File: config.mk
export PLATFORM = sky130hd
export DESIGN_NAME = memory_stage
export DESIGN_NICKNAME = d
export VERILOG_FILES = /design/src/rtl/memory_stage.sv
export SDC_FILE = /design/constraint.sdc
export NUM_CORES = 1
export LEC_CHECK = 0
export ABC_AREA = 1
export CAP_MARGIN = 0
export CORE_ASPECT_RATIO = 0.9
export CORE_MARGIN = 2
export CORE_UTILIZATION = 35
export DETAILED_ROUTE_END_ITERATION = 7
export PLACE_DENSITY = 0.65
export SLEW_MARGIN = 5
export SYNTH_ARGS = -nofsm -noshare
export SYNTH_HDL_FRONTEND = slang
export SYNTH_SLANG_ARGS = --single-unit
File: constraint.sdc
create_clock -name clk -period 4.7 [get_ports clk]
set_clock_uncertainty 0.1 [all_clocks]
set_input_delay 0.705 -clock clk [delete_from_list [all_inputs] [get_ports clk]]
set_output_delay 0.705 -clock clk [all_outputs]
set_load 0.01 [all_outputs]
File: src/rtl/memory_stage.sv
// Pipeline memory-access stage: EX/MEM register, req/ack data-memory port,
// branch resolution and the MEM/WB register, with a timeout watchdog.
module memory_stage #(
  parameter int MAX_WAIT = 15,
  parameter int ADDR_W   = 7
) (
  input  logic              clk,
  input  logic              rst,
  input  logic              in_valid,
  input  logic              mem_read,
  input  logic              mem_write,
  input  logic              branch,
  input  logic              reg_write,
  input  logic              mem_to_reg,
  input  logic [6:0]        branch_pc,
  input  logic              zero,
  input  logic [31:0]       alu_result,
  input  logic [31:0]       data2_out,
  input  logic [4:0]        dst,
  output logic              stall,
  output logic              pc_src,
  output logic [6:0]        pc_target,
  output logic              dmem_req,
  output logic              dmem_we,
  output logic [ADDR_W-1:0] dmem_addr,
  output logic [31:0]       dmem_wdata,
  input  logic [31:0]       dmem_rdata,
  input  logic              dmem_ack,
  output logic              wb_valid,
  output logic [31:0]       wb_data,
  output logic [4:0]        wb_dst,
  output logic              wb_reg_write,
  output logic              bus_err
);

  localparam int CNT_W = (MAX_WAIT > 1) ? $clog2(MAX_WAIT) : 1;
  localparam logic [CNT_W-1:0] CNT_LAST = CNT_W'(MAX_WAIT - 1);

  typedef enum logic {
    IDLE,
    ACCESS
  } state_t;

  state_t           state;
  logic [CNT_W-1:0] wait_cnt;

  // EX/MEM register: the fields still needed once the access completes
  logic [31:0] ex_alu;
  logic [4:0]  ex_dst;
  logic        ex_reg_write;
  logic        ex_mem_to_reg;
  logic        ex_store;

  // NOTE: every register here is assigned with <= so all of them sample the
  // pre-edge values; blocking assignments would leak new values within the edge.
  always_ff @(posedge clk) begin
    if (!rst) begin
      state         <= IDLE;
      wait_cnt      <= '0;
      ex_alu        <= '0;
      ex_dst        <= '0;
      ex_reg_write  <= 1'b0;
      ex_mem_to_reg <= 1'b0;
      ex_store      <= 1'b0;
      stall         <= 1'b0;
      pc_src        <= 1'b0;
      pc_target     <= '0;
      dmem_req      <= 1'b0;
      dmem_we       <= 1'b0;
      dmem_addr     <= '0;
      dmem_wdata    <= '0;
      wb_valid      <= 1'b0;
      wb_data       <= '0;
      wb_dst        <= '0;
      wb_reg_write  <= 1'b0;
      bus_err       <= 1'b0;
    end else begin
      pc_src   <= 1'b0;
      wb_valid <= 1'b0;

      case (state)
        IDLE: begin
          if (in_valid) begin
            ex_alu        <= alu_result;
            ex_dst        <= dst;
            ex_reg_write  <= reg_write;
            ex_mem_to_reg <= mem_to_reg;
            ex_store      <= mem_write;

            if (branch && zero) begin
              pc_src    <= 1'b1;
              pc_target <= branch_pc;
            end

            if (mem_read || mem_write) begin
              // A read+write combination resolves to a store via dmem_we.
              state      <= ACCESS;
              dmem_req   <= 1'b1;
              dmem_we    <= mem_write;
              dmem_addr  <= alu_result[ADDR_W-1:0];
              dmem_wdata <= data2_out;
              stall      <= 1'b1;
              wait_cnt   <= '0;
            end else begin
              wb_valid     <= 1'b1;
              wb_data      <= alu_result;
              wb_dst       <= dst;
              wb_reg_write <= reg_write;
            end
          end
        end

        ACCESS: begin
          if (dmem_ack) begin
            state        <= IDLE;
            dmem_req     <= 1'b0;
            stall        <= 1'b0;
            wb_valid     <= 1'b1;
            wb_data      <= ex_mem_to_reg ? dmem_rdata : ex_alu;
            wb_dst       <= ex_dst;
            wb_reg_write <= ex_reg_write && !ex_store;
          end else if (wait_cnt == CNT_LAST) begin
            state        <= IDLE;
            dmem_req     <= 1'b0;
            stall        <= 1'b0;
            bus_err      <= 1'b1;
            wb_valid     <= 1'b1;
            wb_data      <= ex_alu;
            wb_dst       <= ex_dst;
            wb_reg_write <= 1'b0;
          end else begin
            wait_cnt <= wait_cnt + 1'b1;
          end
        end

        default: state <= IDLE;
      endcase
    end
  end

endmodule

# ---- Word level (Yosys, flattened, before mapping)
# Cells that the tools add are included.
dict set report word_totals {
  elab_cells 78
  out_inout_bits 90
  regBits 134
  inputBits 118
}
dict set report classes {
  n_reduce_logical 12
  bitwise_logic 4
  add_sub_neg 1
  muxes 36
  eq_ne 7
}
# op count
set op_table {}
lappend op_table {{32-bit two-way mux} 5}
lappend op_table {{32-bit case mux with 2 select lines} 1}
lappend op_table {{5-bit two-way mux} 4}
lappend op_table {{1-bit two-way mux} 16}
lappend op_table {{4-bit two-way mux} 4}
lappend op_table {{3-bit AND reduction} 5}
lappend op_table {{2-bit inequality test, second input constant} 5}
lappend op_table {{5-bit case mux with 2 select lines} 1}
lappend op_table {{1-bit case mux with 2 select lines} 4}
lappend op_table {{4-bit case mux with 2 select lines} 1}
lappend op_table {{4-bit by 1-bit adder with 4-bit output, second input constant} 1}
lappend op_table {{4-bit == test, second input constant} 1}
lappend op_table {{1-bit inverter} 4}
lappend op_table {{4-bit AND reduction} 1}
lappend op_table {{3-bit by 2-bit inequality test with 1-bit output, second input constant} 1}
lappend op_table {{3-bit OR reduction} 1}
lappend op_table {{1-bit logical AND} 2}
lappend op_table {{2-bit AND reduction} 1}
lappend op_table {{1-bit logical NOT} 1}
lappend op_table {{1-bit logical OR} 1}

# ---- Depth between registers and ports, before layout
dict set report logic_depth {
  depth_word 4
  mapped_depth 9
  ltp_nobuf 8
}

# ---- Worst setup path before layout
# Ideal clock, no wire load.
dict set report synth_path {
  path_type {input -> register}
  startpoint {input dmem_ack}
  endpoint {register wb_data[11]}
  slack_ps 2951
  cell_stages 8
  arrival_ps 1516
  required_ps 4468
  n_path_buf 2
  path_cell_list {buf_2 > nand2_1 > clkbuf_1 > nand2_1 > nand3_1 > nand2_1 > nand2_1 > a21oi_1}
}
dict set report synth_via {
  elab_chain_cells 2
  word_cells_on_any_way 4
  cone_classes {eq/ne: 1; mux: 2; reduce/logical: 1}
}
# item line
set synth_rtl {}
lappend synth_rtl {{from (decl)} 28} ;# input logic dmem_ack,
lappend synth_rtl {{3-bit by 2-bit inequality test with 1-bit output (no source line) / 32-bit two-way mux (equally long branches)} n/a}
lappend synth_rtl {{3-bit AND reduction (no source line) / 32-bit case mux with 2 select lines (equally long branches)} n/a}
lappend synth_rtl {{to (signal assigned)} 106} ;# wb_data <= alu_result;
lappend synth_rtl {{to (signal assigned)} 119} ;# wb_data <= ex_mem_to_reg ? dmem_rdata : ex_alu;
lappend synth_rtl {{to (signal assigned)} 128} ;# wb_data <= ex_alu;
lappend synth_rtl {{to (decl)} 30} ;# output logic [31:0] wb_data,
# Parallel ways exist; a longest one is shown, timed or not.
# A chain may end at the register's enable or synchronous reset.

# ---- Worst setup path after layout
dict set report layout_path {
  startpoint {register state}
  endpoint {register wb_data[28]}
}
dict set report layout_via {
  elab_chain_cells 3
  word_cells_on_any_way 6
  cone_classes {eq/ne: 3; mux: 1; bitwise: 1; reduce/logical: 1}
}
# item line
set layout_rtl {}
lappend layout_rtl {{from (decl)} 44} ;# state_t state;
lappend layout_rtl {{from (signal assigned)} 58} ;# state <= IDLE;
lappend layout_rtl {{from (signal assigned)} 97} ;# state <= ACCESS;
lappend layout_rtl {{from (signal assigned)} 115} ;# state <= IDLE;
lappend layout_rtl {{1-bit inverter (no source line)} n/a}
lappend layout_rtl {{2-bit inequality test (no source line)} n/a}
lappend layout_rtl {{3-bit AND reduction (no source line)} n/a}
# Parallel ways exist; a longest one is shown, timed or not.

==> PnR_summary.wiki <==
{| class="wikitable"
! Metric !! Value
|-
| Gates resized, CTS repair || 0
|-
| Height of the die || 126 microns
|-
| Synth top cells by count || sky130_fd_sc_hd__nand2_1 (156), sky130_fd_sc_hd__nor2_1 (149), sky130_fd_sc_hd__dfxtp_1 (134)
|-
| Sum of net half-perimeters after detailed placement || 11,400 microns
|-
| Clock tree root buffer cell || sky130_fd_sc_hd__clkbuf_16
|-
| Most frequent cell after synthesis || sky130_fd_sc_hd__nand2_1
|-
| Beginning of the critical path || state$_SDFF_PN0_
|-
| Critical Path, Cell by Cell || buf_4 > nor2_8 > nand2_2 > nand3_2 > inv_2 > nor2_1 > nor2_1
|-
| Leading area contributor after synthesis || sky130_fd_sc_hd__dfxtp_1
|-
| Top area cells in the synthesized netlist || sky130_fd_sc_hd__dfxtp_1 (47%), sky130_fd_sc_hd__nand2_1 (10%), sky130_fd_sc_hd__nor2_1 (9.7%), sky130_fd_sc_hd__o21ai_0 (7.8%), sky130_fd_sc_hd__nand3_1 (6.7%)
|-
| Hold_ws || 351 ps
|-
| Input/output buffers || 207
|-
| Avg Cell Area, Syn || 6.96 sq um
|-
| Inserted Diodes || 0
|-
| Syn_nets || 948
|-
| Registers with the highest flip-flop counts || dmem_wdata: 32 flops, ex_alu: 32 flops, wb_data: 32 flops
|-
| Crit path max fanout || 44
|-
| Utilization after layout || 0.527
|-
| Average routed wire per standard cell || 14.6 microns
|-
| Synth warn || 0
|-
| Number of enable flip-flop cells after synthesis || 0
|-
| CP dominant cell by count || sky130_fd_sc_hd__nor2_1
|-
| R2r setup slk || 1380 ps
|-
| Total of hold buffers inserted after clock tree synthesis || 0
|-
| Post-synthesis instance area || 5770 sq um
|-
| Number of H-tree levels || 4
|-
| Wire length of the first global-routing pass || 29,200 microns
|-
| Iter 0 DRT Violations || 398
|-
| Antenna Violating Nets Remaining || 0
|-
| Vias after detailed routing || 5,921
|-
| Fraction of layout cells with a size suffix above 1 || 0.0482
|-
| Nets@finish || 1,123
|-
| Share of async-settable or async-resettable flops after synthesis || 0
|-
| CTS Buf Count || 17
|-
| Leakage power || 3.61 nW
|-
| Total power divided by cell area || 377 nW/um^2
|-
| VDD IR-drop max || 0.279 mV
|-
| Relative slew slack || 0.442
|-
| Sequential cell area fraction in the yosys report || 0.465
|-
| Worst stage delay on the critical path || 850 ps
|-
| Routed wire length || 17,900 microns
|-
| Area Growth Syn to Fin || 47.6%
|-
| Final setup fails || 0
|-
| Critical path capture point type || register
|-
| Final Hold Viols || 0
|-
| Global placer's final weighted congestion || 0.789
|-
| Crit share post-route || 0.706
|-
| Data required, critical path || 4960 ps
|-
| Clock Tree Buf Depth || 2
|-
| Die Footprint || 17,500 sq um
|-
| Classification of the worst setup path || reg -> reg
|-
| Via count of the first global-routing pass || 5,584
|-
| Total negative slack || 0 ps
|-
| Global-route total usage across every layer || 0.208
|-
| Most common flop cell mapped by yosys || sky130_fd_sc_hd__dfxtp_1
|-
| Gate count after technology mapping || 828
|-
| Flip-flop and latch count after synthesis || 134
|-
| Setup repair after global routing missed its margin || false
|-
| Sum of overflow across all layers after global routing || 0
|-
| Die W || 139 microns
|-
| Yosys top cell area share || 0.465
|-
| Clk_lat worst skew || 420 ps
|-
| Count of max-cap constraint violations || 0
|-
| Final critical-path required period || 3320 ps
|-
| Placeable core region || 16,100 sq um
|-
| Post-route cell area || 8510 sq um
|-
| Average vias per placed instance || 4.84
|-
| Placed standard-cell area || 7880 sq um
|-
| Cell row count || 44
|-
| Pre-antenna DRT Iters || 6
|-
| CTS tree || built
|-
| Starting utilization of the core area || 0.357
|-
| Maximum number of pins on one net before global-route repair || 63
|-
| Boundary pin count || 208
|-
| Arrival time of the worst setup path || 3580 ps
|-
| Residual DRC || 0
|-
| Count of unique library cells instantiated by Yosys || 22
|-
| Setup Fix Bufs, Post-CTS || 0
|-
| Transition time at the pin with the least slew margin || 836 ps
|-
| Achievable Freq || 0.301 GHz
|-
| # clock sinks || 134
|-
| Startpoint of the lowest-slack register-to-register path || state$_SDFF_PN0_
|-
| Type of the tightest min-delay check || reg -> reg
|-
| Clk pin slew, worst setup/hold paths || 60 ps
|-
| Final number of max-transition violations || 0
|-
| Setup crit start kind || register
|-
| Slowest cell on the critical path || sky130_fd_sc_hd__nand3_2
|-
| Hold Path Origin || ex_alu[13]$_SDFFE_PN0P_
|-
| Status || complete, no violations
|-
| Number of antenna violations at the first check in global routing || 0
|}
-- placed cells by master (no fill, tap or decap) --
| cell | Yosys | routed |
|---|---|---|
| sky130_fd_sc_hd__a211oi_1 | 5 | 5 |
| sky130_fd_sc_hd__a21oi_1 | 62 | 62 |
| sky130_fd_sc_hd__buf_2 | 19 | 1 |
| sky130_fd_sc_hd__buf_4 | 7 | 7 |
| sky130_fd_sc_hd__bufinv_16 | 0 | 3 |
| sky130_fd_sc_hd__clkbuf_1 | 19 | 2 |
| sky130_fd_sc_hd__clkbuf_16 | 0 | 17 |
| sky130_fd_sc_hd__clkbuf_8 | 0 | 6 |
| sky130_fd_sc_hd__clkdlybuf4s50_1 | 0 | 206 |
| sky130_fd_sc_hd__clkinv_2 | 0 | 2 |
| sky130_fd_sc_hd__clkinvlp_4 | 0 | 2 |
| sky130_fd_sc_hd__dfxtp_1 | 134 | 133 |
| sky130_fd_sc_hd__dfxtp_2 | 0 | 1 |
| sky130_fd_sc_hd__ha_1 | 2 | 2 |
| sky130_fd_sc_hd__inv_1 | 66 | 66 |
| sky130_fd_sc_hd__inv_2 | 4 | 4 |
| sky130_fd_sc_hd__mux2i_1 | 3 | 3 |
| sky130_fd_sc_hd__nand2_1 | 156 | 156 |
| sky130_fd_sc_hd__nand2_2 | 4 | 4 |
| sky130_fd_sc_hd__nand3_1 | 77 | 77 |
| sky130_fd_sc_hd__nand3_2 | 1 | 1 |
| sky130_fd_sc_hd__nand3b_1 | 11 | 11 |
| sky130_fd_sc_hd__nand4_1 | 2 | 2 |
| sky130_fd_sc_hd__nor2_1 | 149 | 149 |
| sky130_fd_sc_hd__nor2_8 | 1 | 1 |
| sky130_fd_sc_hd__nor3_1 | 2 | 2 |
| sky130_fd_sc_hd__o21ai_0 | 90 | 90 |
| sky130_fd_sc_hd__xnor2_1 | 1 | 1 |
-- power breakdown --
part,switching (mW),leakage [nW],internal [mW]
sequential,0.0389,1.10,1.22
combinational,0.273,2.20,0.267
clock,0.484,0.306,0.917
-- path summary, 6_finish.rpt --
kind / end / cells past startpoint
worst max-delay path: wb_data[28]$_SDFFE_PN0P_ / 7
worst min-delay path: ex_alu[13]$_SDFFE_PN0P_ / 2
worst max register to register: wb_data[28]$_SDFFE_PN0P_ / 7
worst min register to register: ex_alu[13]$_SDFFE_PN0P_ / 2
-- metal layers --
| layer | global-route usage | part of all wire | up-vias |
|---|---|---|---|
| met5 | 0 | 0 | - |
| met4 | 0.0743 | 0.018 | 0 |
| met3 | 0.0593 | 0.075 | 26 |
| met2 | 0.305 | 0.42 | 218 |
| met1 | 0.291 | 0.48 | 2678 |
| li1 | - | - | 2999 |
-- kinds of logic after synthesis --
logic type,share of synthesized area
and+or+nand+nor,0.293
AOI/OAI and AO/OA,0.138
DFF,0.465
buffers and inverters,0.0920
muxes,0.00521
adders and majority gates,0.00434
xor gates and xnor gates,0.00152
-- area by class of cell --
type,count,area (sq um)
multi-input combinational,566,2550
sequential,134,2680
clock inverter,7,115
tap,207,259
timing repair buffer,214,2120
clock buffer,25,515
inverter,70,263
fill,1611,7620
-- through the flow --
| step | power (mW) | instances | worst slack (ps) |
|---|---|---|---|
| 5_1_grt | 3.36 | 1223 | 1160 |
| 6_report | 3.20 | 1223 | 1380 |
| 3_5_place_dp | 1.83 | 1191 | 1020 |
| 3_3_place_gp | 1.82 | 1191 | 1060 |
| 2_1_floorplan | 1.55 | 828 | 2950 |
| 4_1_cts | 3.24 | 1223 | 1440 |
-- critical path: cells and delay by family (launching register included) --
| kind | cells | cell delay (ps) |
|---|---|---|
| buffers and inverters | 2 | 1000 |
| and+or+nand+nor | 5 | 1810 |
| DFF | 1 | 330 |
No activity file was read; power rests on OpenSTA's default activity.
